--- src/rtl/sar_pkg.sv ---
// Shared types and constants for the SAR ADC controller.
package sar_pkg;

    localparam int SAR_BITS      = 10;
    localparam int STROBE_CYCLES = 2;
    localparam int SYNC_STAGES   = 2;

    // Mid-scale trial code: only the MSB set.
    localparam logic [SAR_BITS-1:0] DAC_MID = {1'b1, {(SAR_BITS-1){1'b0}}};

    typedef enum logic [2:0] {
        IDLE,
        SAMPLE,
        CONVERT,
        HOLD,
        STROBE
    } sar_state_e;

endpackage

--- src/rtl/sar_comp_sync.sv ---
// Two-flop synchroniser for the asynchronous comparator decision.
module sar_comp_sync
    import sar_pkg::*;
(
    input  logic clk,
    input  logic rst_n,
    input  logic d_in,
    output logic q_out
);

    logic [SYNC_STAGES-1:0] sync_q;
    logic [SYNC_STAGES-1:0] sync_d;

    always_comb begin
        sync_d = {sync_q[SYNC_STAGES-2:0], d_in};
    end

    // NOTE: sequential state is assigned with <= so every flop samples pre-edge values.
    always_ff @(posedge clk) begin
        if (!rst_n) begin
            sync_q <= '0;
        end else begin
            sync_q <= sync_d;
        end
    end

    assign q_out = sync_q[SYNC_STAGES-1];

endmodule

--- src/rtl/sar_ctrl.sv ---
// Successive-approximation ADC controller: sample, 10-bit binary search, hold, strobe.
// Define SAR_CTRL_COMP_SYNC_EN to synchronise comparator_in and stretch each bit to 3 cycles.
module sar_ctrl
    import sar_pkg::*;
(
    input  logic                clk,
    input  logic                rst_n,
    input  logic                start_conv_in,
    input  logic [3:0]          sample_cycles_in,
    input  logic                comparator_in,
    output logic                sample_n_out,
    output logic [SAR_BITS-1:0] dac_code_out,
    output logic [SAR_BITS-1:0] data_out,
    output logic                data_valid_strobe,
    output logic                busy_out
);

    localparam logic [3:0] MSB_IDX  = 4'(SAR_BITS - 1);
    localparam logic [1:0] STRB_END = 2'(STROBE_CYCLES - 1);

    sar_state_e          state_q, state_d;
    logic [3:0]          bit_idx_q, bit_idx_d;
    logic [3:0]          sval_q, sval_d;
    logic [3:0]          s_cnt_q, s_cnt_d;
    logic [1:0]          strb_cnt_q, strb_cnt_d;
    logic [SAR_BITS-1:0] code_q, code_d;
    logic [SAR_BITS-1:0] data_q, data_d;
    logic                sample_n_q, sample_n_d;
    logic                strobe_q, strobe_d;
    logic                busy_q, busy_d;

    logic comp_dec;
    logic decide;

`ifdef SAR_CTRL_COMP_SYNC_EN
    logic [1:0] phase_q, phase_d;

    sar_comp_sync u_comp_sync (
        .clk   (clk),
        .rst_n (rst_n),
        .d_in  (comparator_in),
        .q_out (comp_dec)
    );

    // Each bit: drive code, two cycles for the synchroniser to catch up, then decide.
    assign decide = (phase_q == 2'd2);

    always_comb begin
        phase_d = 2'd0;
        if (state_q == CONVERT && !decide) begin
            phase_d = phase_q + 2'd1;
        end
    end

    always_ff @(posedge clk) begin
        if (!rst_n) begin
            phase_q <= 2'd0;
        end else begin
            phase_q <= phase_d;
        end
    end
`else
    assign comp_dec = comparator_in;
    assign decide   = 1'b1;
`endif

    always_comb begin
        // NOTE: every _d gets a default first so no path leaves it unassigned (no latches).
        state_d    = state_q;
        bit_idx_d  = bit_idx_q;
        sval_d     = sval_q;
        s_cnt_d    = s_cnt_q;
        strb_cnt_d = strb_cnt_q;
        code_d     = code_q;
        data_d     = data_q;

        case (state_q)
            IDLE: begin
                if (start_conv_in) begin
                    state_d = SAMPLE;
                    sval_d  = sample_cycles_in;
                    s_cnt_d = 4'd0;
                    code_d  = DAC_MID;
                end
            end
            SAMPLE: begin
                if (s_cnt_q == sval_q) begin
                    state_d   = CONVERT;
                    bit_idx_d = MSB_IDX;
                end else begin
                    s_cnt_d = s_cnt_q + 4'd1;
                end
            end
            CONVERT: begin
                if (decide) begin
                    if (!comp_dec) begin
                        code_d[bit_idx_q] = 1'b0;
                    end
                    if (bit_idx_q == 4'd0) begin
                        data_d  = code_d;
                        state_d = HOLD;
                    end else begin
                        code_d[bit_idx_q - 4'd1] = 1'b1;
                        bit_idx_d = bit_idx_q - 4'd1;
                    end
                end
            end
            HOLD: begin
                state_d    = STROBE;
                strb_cnt_d = 2'd0;
            end
            STROBE: begin
                if (strb_cnt_q == STRB_END) begin
                    if (start_conv_in) begin
                        state_d = SAMPLE;
                        sval_d  = sample_cycles_in;
                        s_cnt_d = 4'd0;
                        code_d  = DAC_MID;
                    end else begin
                        state_d = IDLE;
                    end
                end else begin
                    strb_cnt_d = strb_cnt_q + 2'd1;
                end
            end
            default: state_d = IDLE;
        endcase

        // Outputs are decoded from the next state so they come straight off flops.
        sample_n_d = (state_d != SAMPLE);
        strobe_d   = (state_d == STROBE);
        busy_d     = (state_d != IDLE);
    end

    always_ff @(posedge clk) begin
        if (!rst_n) begin
            state_q    <= IDLE;
            bit_idx_q  <= MSB_IDX;
            sval_q     <= 4'd0;
            s_cnt_q    <= 4'd0;
            strb_cnt_q <= 2'd0;
            code_q     <= '0;
            data_q     <= '0;
            sample_n_q <= 1'b1;
            strobe_q   <= 1'b0;
            busy_q     <= 1'b0;
        end else begin
            state_q    <= state_d;
            bit_idx_q  <= bit_idx_d;
            sval_q     <= sval_d;
            s_cnt_q    <= s_cnt_d;
            strb_cnt_q <= strb_cnt_d;
            code_q     <= code_d;
            data_q     <= data_d;
            sample_n_q <= sample_n_d;
            strobe_q   <= strobe_d;
            busy_q     <= busy_d;
        end
    end

    assign sample_n_out      = sample_n_q;
    assign dac_code_out      = code_q;
    assign data_out          = data_q;
    assign data_valid_strobe = strobe_q;
    assign busy_out          = busy_q;

endmodule

--- config.mk ---
export PLATFORM = sky130hd
export DESIGN_NAME = sar_ctrl
export DESIGN_NICKNAME = d
export VERILOG_FILES = /design/src/rtl/sar_pkg.sv /design/src/rtl/sar_comp_sync.sv /design/src/rtl/sar_ctrl.sv
export SDC_FILE = /design/constraint.sdc
export NUM_CORES = 1
export LEC_CHECK = 0
export ABC_AREA = 1
export BUFFER_PORTS_ARGS = -buffer_cell sky130_fd_sc_hd__buf_4
export CAP_MARGIN = 20
export CORE_ASPECT_RATIO = 1.1
export CORE_MARGIN = 2
export CORE_UTILIZATION = 50
export CTS_CLUSTER_DIAMETER = 100
export DETAILED_ROUTE_END_ITERATION = 10
export PLACE_DENSITY = 0.82
export SYNTH_ARGS = -nofsm -noshare
export SYNTH_HDL_FRONTEND = slang
export SYNTH_HIERARCHICAL = 1
export SYNTH_SLANG_ARGS = --single-unit
--- constraint.sdc ---
create_clock -name clk -period 1.7 [get_ports clk]
set_input_delay 0.085 -clock clk [delete_from_list [all_inputs] [get_ports clk]]
set_output_delay 0.085 -clock clk [all_outputs]
set_load 0.05 [all_outputs]
# [After elaboration in Yosys (flattened, before gate mapping)]
# Index checks and enable logic that the tools add are counted.
# W data, S select, Z words.
[word_totals] ff_bits=40 latchBits=0 ramBits=0 rom_bits=0 in_bits=8 output_inout_bits=23 word_cells=77 mem_count=0
[classes] add_sub_neg=3 multipliers=0 div_mod_pow=0 n_lt_le_gt_ge=4 eq_ne=13 shift=0 n_mux=28 n_bitwise=3 n_reduce_logical=16
[ops] operator="$mux W10" n=5
[ops] operator="$pmux W10 S3" n=1
[ops] operator="$mux W4" n=7
[ops] operator="$pmux W4 S2" n=2
[ops] operator="$pmux W3 S5" n=1
[ops] operator="$mux W3" n=4
[ops] operator="$pmux W4 S3" n=1
[ops] operator="$and A10 B10 Y10" n=1
[ops] operator="$lt A4 B5 Y1 const B" n=2
[ops] operator="$ne A2 B2 Y1 const B" n=5
[ops] operator="$not A10 Y10" n=1
[ops] operator="$or A10 B10 Y10" n=1
[ops] operator="$reduce_bool A3 Y1" n=3
[ops] operator="$demux W1 S4" n=2
[ops] operator="$ge A4 B1 Y1 const B" n=2
[ops] operator="$reduce_and A2 Y1" n=4
[ops] operator="$eq A3 B2 Y1 const B" n=2
[ops] operator="$eq A3 B3 Y1 const B" n=2
[ops] operator="$reduce_and A3 Y1" n=2
[ops] operator="$reduce_bool A2 Y1" n=3
[ops] operator="$add A4 B1 Y4 const B" n=1
[ops] operator="$eq A4 B4 Y1" n=1
[ops] operator="$logic_not A4 Y1" n=1
[ops] operator="$pmux W2 S2" n=1
[ops] operator="other kinds (9)" n=12

# [Longest topological paths before layout]
[logic_depth] word_depth=11 mapped_depth=11 depth_no_buf=10

# [Least setup slack after synthesis]
# OpenSTA, ideal clock, no wires.
[synth_path] path_kind="flip-flop to flip-flop" startpoint="register bit_idx_q[0]" endpoint="register code_q[0] (netlist: dac_code_out[0])" setup_time_ns=0.072 t_arrival_ns=1.500 required_ns=1.628 path_slack_ns=0.127 stages_incl_launch_ff=9 n_path_buf=1 period_less_slack_ns=1.573 path_cell_list="dfxtp_1 -> inv_1 -> ha_1 -> clkbuf_2 -> xnor2_1 -> nand4_1 -> nand2_1 -> nand2_1 -> a21oi_1"
[synth_between] elab_chain_cells=11 word_cells_on_any_way=19 classes_between="1 x add/sub; 4 x order compare; 8 x mux; 3 x bitwise; 3 x reduce/logical"
[synth_rtl] item="start, declared" line_no="sar_ctrl.sv:22" source="logic [3:0] bit_idx_q, bit_idx_d;"
[synth_rtl] item="start signal, assigned" line_no="sar_ctrl.sv:149" source="bit_idx_q <= bit_idx_d;"
[synth_rtl] item="branches (longest 9 deep; another with $lt A4 B5 Y1)"
[synth_rtl] item="$mux W10 (*)" line_no="sar_ctrl.sv:99" source="if (bit_idx_q == 4'd0) begin"
[synth_rtl] item="$pmux W10 S3 (*)" line_no="sar_ctrl.sv:77" source="case (state_q)"
[synth_rtl] item="end signal, assigned" line_no="sar_ctrl.sv:153" source="code_q <= code_d;"
[synth_rtl] item="end, declared" line_no="sar_ctrl.sv:26" source="logic [SAR_BITS-1:0] code_q, code_d;"
# Mark *: on every way between the ends. The select of a mux whose other input is x is not followed.
# A chain may end at the register's enable or synchronous reset.

# [Final worst setup path]
[layout_path] startpoint="register bit_idx_q[0]" endpoint="register code_q[5] (netlist: dac_code_out[5])"
# Same word-level chain as after synthesis.

==> metrics.yaml <==
clock_tree:
  cts_tree: "done"
  h-tree-depth: 2
  cts_resized: 0
  path_clk_slew_ps: 80
  postCtsSetupBuffers: 0
  ctsLongestPathBuffers: 2
  clk_latency_ps: 290
  hold_buffers: 0
  cts_made_buffers: 5
  cts.sinks: 40
  cts_root_buf: "clkbuf_8"
pwr:
  p_int_mw: 1.442
  p_switching_mw: 0.7502
  p_leak_nw: 1.092
  p_sw_share_pct: 34.22
  power_density_mw_per_mm2: 915.3
  p_clk_share_pct: 27.5
  seqPwrFrac_pct: 47.7
  ir_worst_vdd_uv: 604.4
  comb_power_share_pct: 24.9
layout:
  drive_above_1_share_pct: 23.00
  nNetsFinal: 329
  area_growth_pct: 18.44
  final_cells: 365
  diodes: 0
global_route:
  grt.total_usage_pct: 21.94
  overflow: 0
  antenna_found_initial: 0
  grt_max_degree: 21
  first_global_vias: 1726
  grt_pass1_wl_um: 7803
hold_path:
  hp-class: "input pin to flop"
  holdCritStartpoint: "sample_cycles_in[0]"
  whs_path_depth: 3
  hold_end: "sval_q[0]$_SDFFE_PN0P_"
timing:
  fmax_mhz: 652.3
  hold_viol: 0
  fin_crit_sh_pct: 90.18
  hold_slack_ps: 90.04
  setup_slack_ps: 167.0
  fin_crit_ps: 1533
  tightest_slew_ps: 389.0
  rsz0062_at_grt: "no"
  clock-skew-final_ps: 4.546
  fin_setup_tns_ps: 0
  finalSetupViolations: 0
  finalMaxSlewViolations: 0
  relSlewSlack_pct: 73.91
place:
  placedCellCount: 358
  gp_congestion: 0.9188
  place_ws_ps: 124.8
  place.port_buffers: 30
  dp_hpwl_um: 3458
yosys:
  ys.flop_type: "dfxtp_1"
  syn_area_sq_mm: 0.002022
  yosys_warnings: 6
  synth_fp_nets: 295
  synth_top_area_cell: "dfxtp_1"
  synth_most_common_cell: "nand2_1"
  syn_area_per_cell_sq_um: 7.247
  async_flop_share_pct: 0
  synth_seq_area_share_pct: 39.60
  synth_top_area_share_pct: 39.60
  syn_inst: 279
  ys_top_cells_by_area: "dfxtp_1 40%, nand2_1 12%, a21oi_1 7.4%, o21ai_0 5.9%, inv_1 5.0%"
  synthDistinctLibCells: 30
  synthTopCellsByCount: "62 x nand2_1, 40 x dfxtp_1, 30 x a21oi_1"
  synth-edff-count: 0
  synth-seq-cells: 40
die:
  die_area_sq_mm: 0.004569
  fp-row-count: 24
  fp.coreArea_sq_mm: 0.003934
  start_util_pct: 51.40
  dieWidth_um: 64.63
  die_y_um: 70.70
  io_pins: 31
critical_path:
  startpoint_type: "flop"
  critPathCaptureType: "flop"
  timing.rr.start: "bit_idx_q[0]$_SDFFE_PN1P_"
  crit_path_cell_trace: "inv_1 -> ha_2 -> nand2_2 -> inv_1 -> nor2_1 -> nand4_1 -> nand2_1 -> nand2_1 -> a21oi_1"
  timing.rr.end: "dac_code_out[5]$_SDFFE_PN0P_"
  critPathKind: "flop to flop"
  crit_fanout: 6
  worstPathArrival_ps: 1750
  cpLargestDelayFamily: "simple AND/OR/NAND/NOR gates"
  crit_path_top_delay_cell: "dfxtp_1"
  r2r_slack_ps: 170
  path_buf_inv: 2
  reg2reg_depth: 9
  critical_path_required_ps: 1920
  critical-path-max-stage-delay_ps: 430
drt:
  routed_via_density: 5.230
  drtIter0Drc: 132
  top_layer: "met4"
  wl_per_cell_um: 12.73
  drt_wl_total_um: 4646
  met3_length_um: 221
  dr.pass1.iters: 4
  ant_nets: 0
  vias: 1909
  drc: 0
  met2_length_um: 2297
  m1WireLength_um: 2055
flow_run:
  cap_violations: 0
status:
  status: "completed"
-- sequential cells by signal (all words and copies together) (netlist names) --
signal and count:
s_cnt_q 4, state_q 3, dac_code_out 10, bit_idx_q 4
busy_out 1, data_out 10, strb_cnt_q 2, sample_n_out 1
sval_q 4, data_valid_strobe 1
-- worst max-delay path by stage --
| stage | endpoint | start | cells past startpoint | slack [ps] |
|---|---|---|---|---|
| global placement | bit_idx_q[1]$_SDFFE_PN0P_ | bit_idx_q[1]$_SDFFE_PN0P_ | 8 | 180 |
| finish | dac_code_out[5]$_SDFFE_PN0P_ | bit_idx_q[0]$_SDFFE_PN1P_ | 9 | 170 |
| floorplan | dac_code_out[0]$_SDFFE_PN0P_ | bit_idx_q[0]$_SDFFE_PN1P_ | 8 | 130 |
| CTS | dac_code_out[5]$_SDFFE_PN0P_ | bit_idx_q[1]$_SDFFE_PN0P_ | 9 | 90 |
| detailed placement | bit_idx_q[2]$_SDFFE_PN0P_ | bit_idx_q[1]$_SDFFE_PN0P_ | 8 | 120 |
| global route | data_out[0]$_SDFFE_PN0P_ | bit_idx_q[1]$_SDFFE_PN0P_ | 7 | 20 |
-- per-layer routing --
metal / vias to the layer above / GRT usage, %
met5: - / 0
met4: 0 / 7.801
met3: 7 / 4.928
met2: 50 / 37.04
met1: 872 / 27.53
li1: 980 / -
-- layout make-up --
cell class	count	area [sq um]
clock inverters	2	12.51
inverters	38	142.6
fillers	361	1539
flip-flops and latches	40	802.0
clock buffers	5	68.82
well taps	52	65.06
multi-input cells	193	1028
repair buffers	35	275.3
-- power groups by stage --
stage               logic [mW]  clock network (mW)  registers, mW
floorplan                0.348                   0           1.12
global placement         0.531                   0           1.06
detailed placement       0.541                   0           1.07
CTS                      0.543               0.616           1.04
global route             0.606               0.660           1.05
finish                   0.545               0.603           1.04
-- cells by family (layout without fill, tap and decap cells) --
kind of cell	count (synthesis)	after routing	synth area share (%)
flops	40	40	39.60
fa+ha+maj	8	8	4.951
buf+inv	46	80	9.654
simple gates	119	119	27.47
xor+xnor	3	3	1.300
compound gates	63	63	17.02
-- cell usage in the layout, fill, tap and decap left out --
master and n:
nor2_1 23, inv_1 27, nand3_1 6, o22ai_1 1, a31oi_1 2, nand4_1 12
xor2_1 1, clkinv_2 1, a21oi_1 30, inv_2 10, o211ai_1 2, ha_2 1
a21oi_2 1, o21ai_4 1, xnor2_1 2, buf_12 1, a211oi_1 1, nand2_2 5
nand4_2 1, buf_4 34, dfxtp_2 1, clkinvlp_4 1, ha_1 7, nor2_2 4
nor2_4 2, clkinv_1 1, nand2_1 62, o31ai_1 1, o21ai_0 24, clkbuf_8 5
nand3_2 4, dfxtp_1 39
-- metrics by stage --
step / power [mW] / utilization (%) / area (sq um)
floorplan: 1.463 / - / 2022
global placement: 1.595 / 58.71 / 2310
detailed placement: 1.608 / 58.71 / 2310
CTS: 2.205 / 60.78 / 2391
global route: 2.319 / 60.88 / 2395
finish: 2.192 / 60.88 / 2395
-- worst register-to-register path, cell delays in order (launching register included) --
cell	delay, ps
dfxtp_1	430
inv_1	90
ha_2	240
nand2_2	120
inv_1	80
nor2_1	160
nand4_1	100
nand2_1	70
nand2_1	40
a21oi_1	130
No activity file was read; power rests on OpenSTA's default activity.
